## config.mk

```make
export PLATFORM = sky130hd
export DESIGN_NAME = hqb_job_sched
export DESIGN_NICKNAME = d
export VERILOG_FILES = /design/src/rtl/hqb_job_sched.sv
export SDC_FILE = /design/constraint.sdc
export NUM_CORES = 1
export LEC_CHECK = 0
export CAP_MARGIN = 20
export CORE_MARGIN = 5
export CORE_UTILIZATION = 35
export DETAILED_ROUTE_END_ITERATION = 8
export PLACE_DENSITY = 0.61
export SLEW_MARGIN = 10
export SYNTH_ARGS = -nofsm -noshare
export SYNTH_HDL_FRONTEND = slang
export SYNTH_SLANG_ARGS = --single-unit
```

## constraint.sdc

```tcl
create_clock -name clk -period 2.1 [get_ports clk]
set_input_delay 0.42 -clock clk [delete_from_list [all_inputs] [get_ports clk]]
set_output_delay 0.42 -clock clk [all_outputs]
set_load 0.05 [all_outputs]
```

## src/rtl/hqb_job_sched.sv

```systemverilog
// Round-robin job scheduler for the shared H*B dot-product datapath.
// Walks (col,row) address pairs per job and times the capture strobes.
module hqb_job_sched #(
  parameter int NREQ = 4,
  parameter int NROW = 4,
  parameter int NCOL = 2,
  parameter int LAT  = 4,
  localparam int BW  = (NREQ > 1) ? $clog2(NREQ) : 1,
  localparam int RW  = (NROW > 1) ? $clog2(NROW) : 1,
  localparam int CW  = (NCOL > 1) ? $clog2(NCOL) : 1
) (
  input  logic            clk,
  input  logic            rst,
  input  logic [NREQ-1:0] req,
  output logic [NREQ-1:0] grant,
  output logic [NREQ-1:0] done,
  output logic            busy,
  output logic [BW-1:0]   bsel,
  output logic [RW-1:0]   addr_rowH,
  output logic [CW-1:0]   addr_colB,
  output logic            issue_vld,
  output logic            cap_vld,
  output logic [RW-1:0]   cap_row,
  output logic [CW-1:0]   cap_col
);

  typedef enum logic [1:0] {
    S_IDLE,
    S_ISSUE,
    S_DRAIN,
    S_DONE
  } state_t;

  state_t          r_state;
  state_t          w_state_nxt;
  logic [NREQ-1:0] r_grant;
  logic [NREQ-1:0] w_grant_nxt;
  logic [NREQ-1:0] r_done;
  logic [NREQ-1:0] w_done_nxt;
  logic [BW-1:0]   r_bsel;
  logic [BW-1:0]   w_bsel_nxt;
  logic [BW-1:0]   r_ptr;
  logic [BW-1:0]   w_ptr_nxt;
  logic            r_issue;
  logic            w_issue_nxt;
  logic [RW-1:0]   r_row;
  logic [RW-1:0]   w_row_nxt;
  logic [CW-1:0]   r_col;
  logic [CW-1:0]   w_col_nxt;

  logic            r_dl_vld [LAT];
  logic [RW-1:0]   r_dl_row [LAT];
  logic [CW-1:0]   r_dl_col [LAT];

  logic [BW-1:0]   w_owner_inc;
  logic [BW-1:0]   w_arb_base;
  logic            w_arb_hit;
  logic [BW-1:0]   w_arb_idx;
  logic [NREQ-1:0] w_arb_oh;
  logic            w_hi_hit;
  logic [BW-1:0]   w_hi_idx;
  logic            w_lo_hit;
  logic [BW-1:0]   w_lo_idx;
  logic            w_row_end;
  logic            w_last;
  logic            w_cap_last;

  localparam logic [BW-1:0] LastReq = BW'(NREQ - 1);
  localparam logic [RW-1:0] LastRow = RW'(NROW - 1);
  localparam logic [CW-1:0] LastCol = CW'(NCOL - 1);

  // The done cycle already arbitrates with the advanced pointer,
  // so a waiting requester is granted right after the pulse.
  assign w_owner_inc = (r_bsel == LastReq) ? '0 : r_bsel + 1'b1;
  assign w_arb_base  = (r_state == S_DONE) ? w_owner_inc : r_ptr;

  // Lowest set bit at/above the pointer, else lowest set bit overall.
  always_comb begin
    w_hi_hit = 1'b0;
    w_hi_idx = '0;
    w_lo_hit = 1'b0;
    w_lo_idx = '0;
    for (int i = NREQ - 1; i >= 0; i--) begin
      if (req[i]) begin
        w_lo_hit = 1'b1;
        w_lo_idx = BW'(i);
        if (BW'(i) >= w_arb_base) begin
          w_hi_hit = 1'b1;
          w_hi_idx = BW'(i);
        end
      end
    end
    w_arb_hit = w_lo_hit;
    w_arb_idx = w_hi_hit ? w_hi_idx : w_lo_idx;
  end

  assign w_arb_oh  = {{(NREQ-1){1'b0}}, 1'b1} << w_arb_idx;
  assign w_row_end = (r_row == LastRow);
  assign w_last    = w_row_end && (r_col == LastCol);
  assign w_cap_last = r_dl_vld[LAT-1]
                   && (r_dl_row[LAT-1] == LastRow)
                   && (r_dl_col[LAT-1] == LastCol);

  // Next-state and next registered outputs.
  always_comb begin
    w_state_nxt = r_state;
    w_grant_nxt = r_grant;
    w_done_nxt  = '0;
    w_bsel_nxt  = r_bsel;
    w_ptr_nxt   = r_ptr;
    w_issue_nxt = r_issue;
    w_row_nxt   = r_row;
    w_col_nxt   = r_col;
    unique case (r_state)
      S_IDLE, S_DONE: begin
        w_grant_nxt = '0;
        if (r_state == S_DONE) begin
          w_ptr_nxt = w_owner_inc;
        end
        if (w_arb_hit) begin
          w_state_nxt = S_ISSUE;
          w_grant_nxt = w_arb_oh;
          w_bsel_nxt  = w_arb_idx;
          w_issue_nxt = 1'b1;
          w_row_nxt   = '0;
          w_col_nxt   = '0;
        end else begin
          w_state_nxt = S_IDLE;
        end
      end
      S_ISSUE: begin
        if (w_last) begin
          w_state_nxt = S_DRAIN;
          w_issue_nxt = 1'b0;
          w_row_nxt   = '0;
          w_col_nxt   = '0;
        end else if (w_row_end) begin
          w_row_nxt = '0;
          w_col_nxt = r_col + 1'b1;
        end else begin
          w_row_nxt = r_row + 1'b1;
        end
      end
      S_DRAIN: begin
        if (w_cap_last) begin
          w_state_nxt = S_DONE;
          w_grant_nxt = '0;
          w_done_nxt  = r_grant;
        end
      end
      default: begin
        w_state_nxt = S_IDLE;
      end
    endcase
  end

  // State and output registers.
  always_ff @(posedge clk) begin
    if (rst) begin
      r_state <= S_IDLE;
      r_grant <= '0;
      r_done  <= '0;
      r_bsel  <= '0;
      r_ptr   <= '0;
      r_issue <= 1'b0;
      r_row   <= '0;
      r_col   <= '0;
    end else begin
      r_state <= w_state_nxt;
      r_grant <= w_grant_nxt;
      r_done  <= w_done_nxt;
      r_bsel  <= w_bsel_nxt;
      r_ptr   <= w_ptr_nxt;
      r_issue <= w_issue_nxt;
      r_row   <= w_row_nxt;
      r_col   <= w_col_nxt;
    end
  end

  // Issue tags ride a LAT-deep line to match the datapath latency.
  always_ff @(posedge clk) begin
    if (rst) begin
      for (int i = 0; i < LAT; i++) begin
        r_dl_vld[i] <= 1'b0;
        r_dl_row[i] <= '0;
        r_dl_col[i] <= '0;
      end
    end else begin
      r_dl_vld[0] <= r_issue;
      r_dl_row[0] <= r_row;
      r_dl_col[0] <= r_col;
      for (int i = 1; i < LAT; i++) begin
        r_dl_vld[i] <= r_dl_vld[i-1];
        r_dl_row[i] <= r_dl_row[i-1];
        r_dl_col[i] <= r_dl_col[i-1];
      end
    end
  end

  assign grant     = r_grant;
  assign done      = r_done;
  assign busy      = |r_grant;
  assign bsel      = r_bsel;
  assign addr_rowH = r_row;
  assign addr_colB = r_col;
  assign issue_vld = r_issue;
  assign cap_vld   = r_dl_vld[LAT-1];
  assign cap_row   = r_dl_row[LAT-1];
  assign cap_col   = r_dl_col[LAT-1];

endmodule

```

==> summary.md, run 1 <==
| Metric | Value |
|---|---|
| Run status | finished, final reports clean |
| Max VDD drop | 802 uV |
| Final period util | 94.7% |
| 1st-iter DRT viols | 34 |
| Met1 WL | 1190 um |
| Syn Area/Cell | around 9.8 um2 |
| First-pass GRT wire length | between 4000 and 5000 um |
| CP Class | register to output pin |
| Final Hold Viols | 0 |
| Cell variety after synth | 35 |
| Finished Layout Cells | ~220 |
| Syn_nets | approximately 150 |
| Remaining DRCs | 0 |
| H-tree Lvls | 2 |
| CTS tree | yes |
| Hold WC Path Type | register to register |
| Leak pwr | 0.705 nW |
| Worst-margin pin slew | roughly 0.5 ns |
| Die X | 72.1 um |
| Final Setup Violations | 0 |
| DRT Pass-1 Iters | 4 |
| DR top layer | met4 |
| Crit path max fanout | 6 |
| P_sw | approximately 0.00099 W |
| CP endpoint kind | output pin |
| Slew HR | around 67% |
| RSZ-0062 raised after global routing | false |
| TNS Setup | 0 ns |
| Pint | around 0.0014 W |
| CTS Buf Count | 5 |
| CP top delay family | buffers and inverters |
| Placer Congestion | 0.753 |
| Routed wire length | roughly 2500 um |
| Dpl cells | roughly 210 |
| Vias per inst | slightly below 5 |
| Longest Clk Path Bufs | 2 |
| Final Max Slew Viols | 0 |
| Clk_skew | between 0.002 and 0.003 ns |
| Clk pwr share | between 10% and 20% |
| Vias in the first global route | 932 |
| Routed Antenna Nets | 0 |
| Ant diodes | 0 |
| Sw frac | between 40% and 50% |
| Syn Inst Count | approximately 140 |
| Slowest CP cell | clkdlybuf4s50_1 |
| CP peak stage delay | about 0.85 ns |
| #FFs+latches synth | 34 |
| Syn-to-layout area delta | 30.4% |
| Internal reg-to-reg setup slack | about 0.15 ns |
| R2R cell count | 6 |
| Worst Hold Depth | 1 |
| Port Buf Inserts | 24 |
| HPWL after DPL | 1860 um |
| Worst endpoint data arrival time | 1.57 ns |
| Bufs and invs on worst path | 1 |
| Routed len/inst | ~12 um |
| CTS Sinks | 34 |
| Worst EP required | ~1.7 ns |
| Worst skew pair latency | between 0.2 and 0.3 ns |
| Sequential share of power | about a third |
| CP Depth | 1 |
| Initial core utilization | a little over a third |
| Synth warnings | 0 |
| Chip height | approximately 72 um |
| Die area | just over 5000 um2 |
| Setup Buffers After CTS | 0 |
| GRT overflow | 0 |
| Worst setup SP type | register |
| Clock transition at path regs | 0.06 ns |
| Met3 wire length | roughly 170 um |
| Largest net degree at the start of global routing | 16 |
| PwrDens | about 1400 nW/um2 |
| Combinational power share | 47.1% |
| Gr usage total | 10.1% |
| Root Buffer | clkbuf_8 |
| # IOs | 25 |
| Max cap viols | 0 |
| Core area | roughly 3700 um2 |
| Nets | 180 |
| Ratio of cells with drive above 1 in the final layout | between 10 and 15% |
| Sequential share of the synthesized area | roughly half |
| Crit path time final | between 1.5 and 2 ns |
| Mapped Area | approximately 1300 um2 |
| Length of routed met2 wiring | about 1100 um |
| DR vias | ~1000 |
| Initial antenna violation count | 0 |
| Max Fclk | around 500 MHz |
| Site row count | 22 |
| CP Cell Sequence | clkdlybuf4s50_1 |
-- power groups by stage --
stage               sequential, W  clock [W]  combinational (W)
finish                   0.000835   0.000435            0.00113
global route             0.000848   0.000485            0.00123
CTS                      0.000833   0.000452            0.00111
detailed placement       0.000846          0            0.00111
global placement         0.000842          0            0.00108
floorplan                 0.00102          0           0.000606
-- final timing paths --
kind	start	end
min reg2reg	r_dl_row[0][0]$_SDFF_PP0_	r_dl_row[1][0]$_SDFF_PP0_
min	r_dl_row[0][0]$_SDFF_PP0_	r_dl_row[1][0]$_SDFF_PP0_
max	addr_rowH[0]$_SDFFE_PP0P_	addr_rowH[0]
max reg2reg	r_state[0]$_SDFFE_PP0P_	grant[2]$_SDFFE_PP0P_
-- sequential cells by signal (all words and copies together), names as in the netlist --
register and count:
addr_rowH 2, grant 4, r_ptr 2, r_state 2, done 4, bsel 2, r_dl_row 8, addr_colB 1
r_dl_vld 4, issue_vld 1, r_dl_col 4
-- through the flow --
stage	utilization [%]	setup slack, ns	hold WS (ns)	total power (W)	cell area (um2)
after detailed placement	45.0	0.0439	0.423	0.00195	1660
after floorplan	-	0.0123	0.414	0.00162	1350
after global routing	47.6	0.00237	0.450	0.00256	1760
after global placement	45.0	0.0886	0.416	0.00192	1660
after CTS	47.2	0.0337	0.436	0.00239	1740
final	47.6	0.112	0.432	0.00240	1760
-- routing by layer --
layer  track usage [%]  vias to the layer above
met4              6.47                        0
met1              12.6                      467
met2              14.9                       33
met3              3.46                       12
met5                 0                        -
li1                  -                      528
-- cell families after synthesis --
logic type      count (synthesis)  synth area share, %
mux                             3                 2.51
flops                          34                 50.5
buf+inv                         9                 2.51
fa+ha+maj                       6                 5.57
compound gates                 23                 13.3
simple gates                   62                 25.6
-- repair_timing --
item                       in CTS  in global routing
setup endpoints to repair       0                  6
hold buffers                    0                  0
gates resized for setup         0                  2
-- cell usage in the layout, fill, tap and decap left out, types with 5 or more instances in the layout --
master,n
clkbuf_8,5
nor2_1,17
clkdlybuf4s50_1,23
buf_4,5
inv_1,5
a21oi_1,7
nand2_1,8
nor2b_1,17
dfxtp_1,34
ha_1,6
-- Yosys cell counts (all sizes together) --
| library cell | count | area, um2 |
|---|---|---|
| a2111oi | 1 | 15.0 |
| a211oi | 2 | 15.0 |
| a21boi | 1 | 7.51 |
| a21oi | 7 | 35.0 |
| a22oi | 1 | 7.51 |
| a311oi | 1 | 8.76 |
| a32o | 1 | 10.0 |
| a32oi | 2 | 17.5 |
| and2 | 4 | 25.0 |
| and2b | 1 | 10.0 |
| and3 | 1 | 6.26 |
| and3b | 1 | 8.76 |
| clkbuf | 4 | 15.0 |
| dfxtp | 34 | 681 |
| ha | 6 | 75.1 |
| inv | 5 | 18.8 |
| mux2i | 3 | 33.8 |
| nand2 | 8 | 30.0 |
| nand2b | 3 | 18.8 |
| nand3 | 2 | 10.0 |
| nand3b | 1 | 7.51 |
| nand4 | 1 | 6.26 |
| nand4b | 1 | 8.76 |
| nor2 | 17 | 63.8 |
| nor2b | 17 | 106 |
| nor3 | 1 | 5.00 |
| nor3b | 1 | 7.51 |
| nor4b | 1 | 15.0 |
| o21ai | 4 | 20.0 |
| o21bai | 1 | 7.51 |
| o31ai | 1 | 7.51 |
| o41ai | 1 | 27.5 |
| or3b | 1 | 8.76 |
| or4 | 1 | 7.51 |
-- layout make-up --
class,count,area [um2]
clock buffers,5,68.8
clock inverters,2,10.0
fillers,359,1930
inverters,5,18.8
multi-input cells,94,651
flip-flops and latches,34,681
well taps,48,60.1
repair buffers,28,268
(Power assumes the default switching activity.)
==> inputs of run 2 (changes only) <==
--- a/config.mk
+++ b/config.mk
@@ -9,7 +9,8 @@
 export CORE_MARGIN = 5
 export CORE_UTILIZATION = 35
 export DETAILED_ROUTE_END_ITERATION = 8
-export PLACE_DENSITY = 0.61
+export DONT_BUFFER_PORTS = 1
+export PLACE_DENSITY = 0.53
 export SLEW_MARGIN = 10
 export SYNTH_ARGS = -nofsm -noshare
 export SYNTH_HDL_FRONTEND = slang
==> run 2 against run 1 <==
Compared with the run above: sequential cell count stayed put; die area did not move; non-clock buffer count decreased by 15.
==> summary.md, run 2 (synthesis results as in run 1) <==
| Metric | Value |
|---|---|
| Largest reg by FF count | r_dl_row |
| Remaining DRCs | 0 (unchanged) |
| Max cap viols | 0 (unchanged) |
| Dpl cell area | 1490 um2 (-10%) |
| CTS Buf Count | 5 (unchanged) |
| Chip height | 72.1 um (unchanged) |
| HPWL after DPL | 1810 um (-2.5%) |
| CTS Sinks | 34 (unchanged) |
| CTS tree | yes |
| First-pass GRT wire length | 4150 um (+0.48%) |
| Ant diodes | 0 (unchanged) |
| Root Buffer | clkbuf_8 |
| Place WS | 0.121 ns (+0.0774 ns) |
| Placer Congestion | 0.862 (+14%) |
| CP peak stage delay | 0.39 ns (-0.46 ns) |
| Commonest non-fill, non-tap cell in the layout | dfxtp_1 |
| Clock transition at path regs | 0.07 ns (about the same) |
| Reg2reg start | r_state[0]$_SDFFE_PP0P_ |
| Routed len/inst | 12.2 um (+6.3%) |
| H-tree Lvls | 2 (unchanged) |
| Core area | 3690 um2 (unchanged) |
| Final Max Slew Viols | 0 (unchanged) |
| Final Core Density | 44.4% (-3.3 points) |
| Worst Setup Slack, final | 0.149 ns (+0.0367 ns) |
| Worst endpoint data arrival time | 2.12 ns (+0.55 ns) |
| Design Power | 0.00254 W (+5.8%) |
| Commonest cells after routing, fill and taps aside | dfxtp_1 (34), nor2_1 (17), nor2b_1 (17) |
| Initial antenna violation count | 0 (unchanged) |
| Final Setup Violations | 0 (unchanged) |
| 1st-iter DRT viols | 28 (-18%) |
| Worst setup SP type | register |
| Worst-margin pin slew | 0.553 ns (+0.0542 ns) |
| Vias in the first global route | 903 (-3.1%) |
| CP Cell Sequence | ha_1, mux2i_4, mux2i_1, nor4b_2, nand2b_1, o21ai_1 |
| Vias per inst | 4.68 (-2.8%) |
| Hold_buf cts | 0 (unchanged) |
| Longest Clk Path Bufs | 2 (unchanged) |
| GRT overflow | 0 (unchanged) |
| Die X | 72.1 um (unchanged) |
| Clk_skew | 0.00248 ns (-0.000203 ns) |
| DR vias | 945 (-9.1%) |
| WHS | 0.200 ns (-0.232 ns) |
| Largest net degree at the start of global routing | 31 (+15) |
| Max VDD drop | 942 uV (+17%) |
| Port Buf Inserts | 0 (-100%) |
| CP Class | register to register |
| DRT Pass-1 Iters | 4 (unchanged) |
| # IOs | 25 (unchanged) |
| Site row count | 22 (unchanged) |
| Slew HR | 63.1% (-3.6 points) |
| Fill count | 383 (+6.7%) |
| Nets | 165 (-8.3%) |
| Worst EP required | 2.27 ns (+0.59 ns) |
| R2R cell count | 6 (unchanged) |
| Post-Layout Inst Area | 1640 um2 (-6.8%) |
| Bufs and invs on worst path | 0 (-1) |
| Worst skew pair latency | 0.28 ns (about the same) |
| Syn-to-layout area delta | 21.4% |
| Hold endpoint | r_dl_vld[0]$_SDFF_PP0_ |
| Routed Antenna Nets | 0 (unchanged) |
| Gr usage total | 10.3% (+0.18 points) |
| Slowest CP cell | dfxtp_1 |
| Max reg flops | 8 (unchanged) |
| Worst Hold Depth | 1 (unchanged) |
| Max Fclk | 513 MHz (+1.9%) |
| CP top delay family | simple AND/OR/NAND/NOR gates |
| Die area | 5190 um2 (unchanged) |
| Leak pwr | 0.687 nW (-2.6%) |
| Initial core utilization | 36.5% (unchanged) |
| R2r endpoint | grant[2]$_SDFFE_PP0P_ |
| Hold WC Path Type | input pin to register |
| Crit path max fanout | 6 (unchanged) |
| Routed wire length | 2470 um (-0.60%) |
| Final Hold Viols | 0 (unchanged) |
| Crit path time final | 1.95 ns (-0.0367 ns) |
| CP endpoint kind | register |
| Final period util | 92.9% (-1.7 points) |
| Run status | finished, final reports clean |
| PwrDens | 1550 nW/um2 (+14%) |
| Ratio of cells with drive above 1 in the final layout | 16.9% (+6.8 points) |
| Hold path startpoint | rst |
| Internal reg-to-reg setup slack | 0.15 ns (about the same) |
==> run 2: changes by cell type in the layout (fill, tap and decap cells not counted) <==
cell and change:
clkdlybuf4s50_1 -23, buf_4 +8, bufinv_16 +2, clkinv_2 -2, clkinv_4 +1, nor4b_2 +1, nor4b_4 -1
==> run 2: how the worst max path moves through the flow <==
| stage | cells past startpoint | from | endpoint |
|---|---|---|---|
| after floorplan | 6 | bsel[0]$_SDFFE_PP0P_ | grant[2]$_SDFFE_PP0P_ |
| after global placement | 6 | r_state[0]$_SDFFE_PP0P_ | grant[2]$_SDFFE_PP0P_ |
| after detailed placement | 6 | r_state[0]$_SDFFE_PP0P_ | grant[2]$_SDFFE_PP0P_ |
| after CTS | 6 | r_state[0]$_SDFFE_PP0P_ | grant[2]$_SDFFE_PP0P_ |
| after global routing | 6 | r_state[0]$_SDFFE_PP0P_ | grant[2]$_SDFFE_PP0P_ |
| final | 6 | r_state[0]$_SDFFE_PP0P_ | grant[2]$_SDFFE_PP0P_ |
==> run 2: timing repair <==
item                                    in CTS  in global routing
buffers inserted                             0                  0
endpoints found under the setup margin       0                  2
gates resized for setup                      0                  1
hold endpoints to repair                     0                  0
==> run 2: where the power goes <==
group / leakage [nW] / switching [W] / internal, W
combinational: 0.342 / 0.000650 / 0.000343
clock: 0.0683 / 0.000238 / 0.000475
sequential: 0.276 / 0.0000886 / 0.000749
total: 0.687 / 0.000976 / 0.00157
==> run 2: routing by layer <==
metal	part of all wire [%]	wire length [um]	GRT usage (%)
met5	0	0	0
met4	0.73	18	4.80
met3	9.7	240	6.51
met2	44	1090	15.8
met1	46	1130	11.1
==> run 2: layout make-up <==
class | count | area [um2] | share of cell area [%]
clock buffer | 5 | 68.8 | 4.20
clock inverter | 3 | 68.8 | 4.20
inverter | 5 | 18.8 | 1.15
multi-input combinational | 94 | 642 | 39.2
sequential | 34 | 681 | 41.6
tap | 48 | 60.1 | 3.67
timing repair buffer | 13 | 97.6 | 5.96
==> run 2: per-stage QoR <==
stage,std cells,setup TNS (ns)
after floorplan,137,0
after global placement,194,0
after detailed placement,194,0
after CTS,202,0
after global routing,202,-0.00576
final,202,0
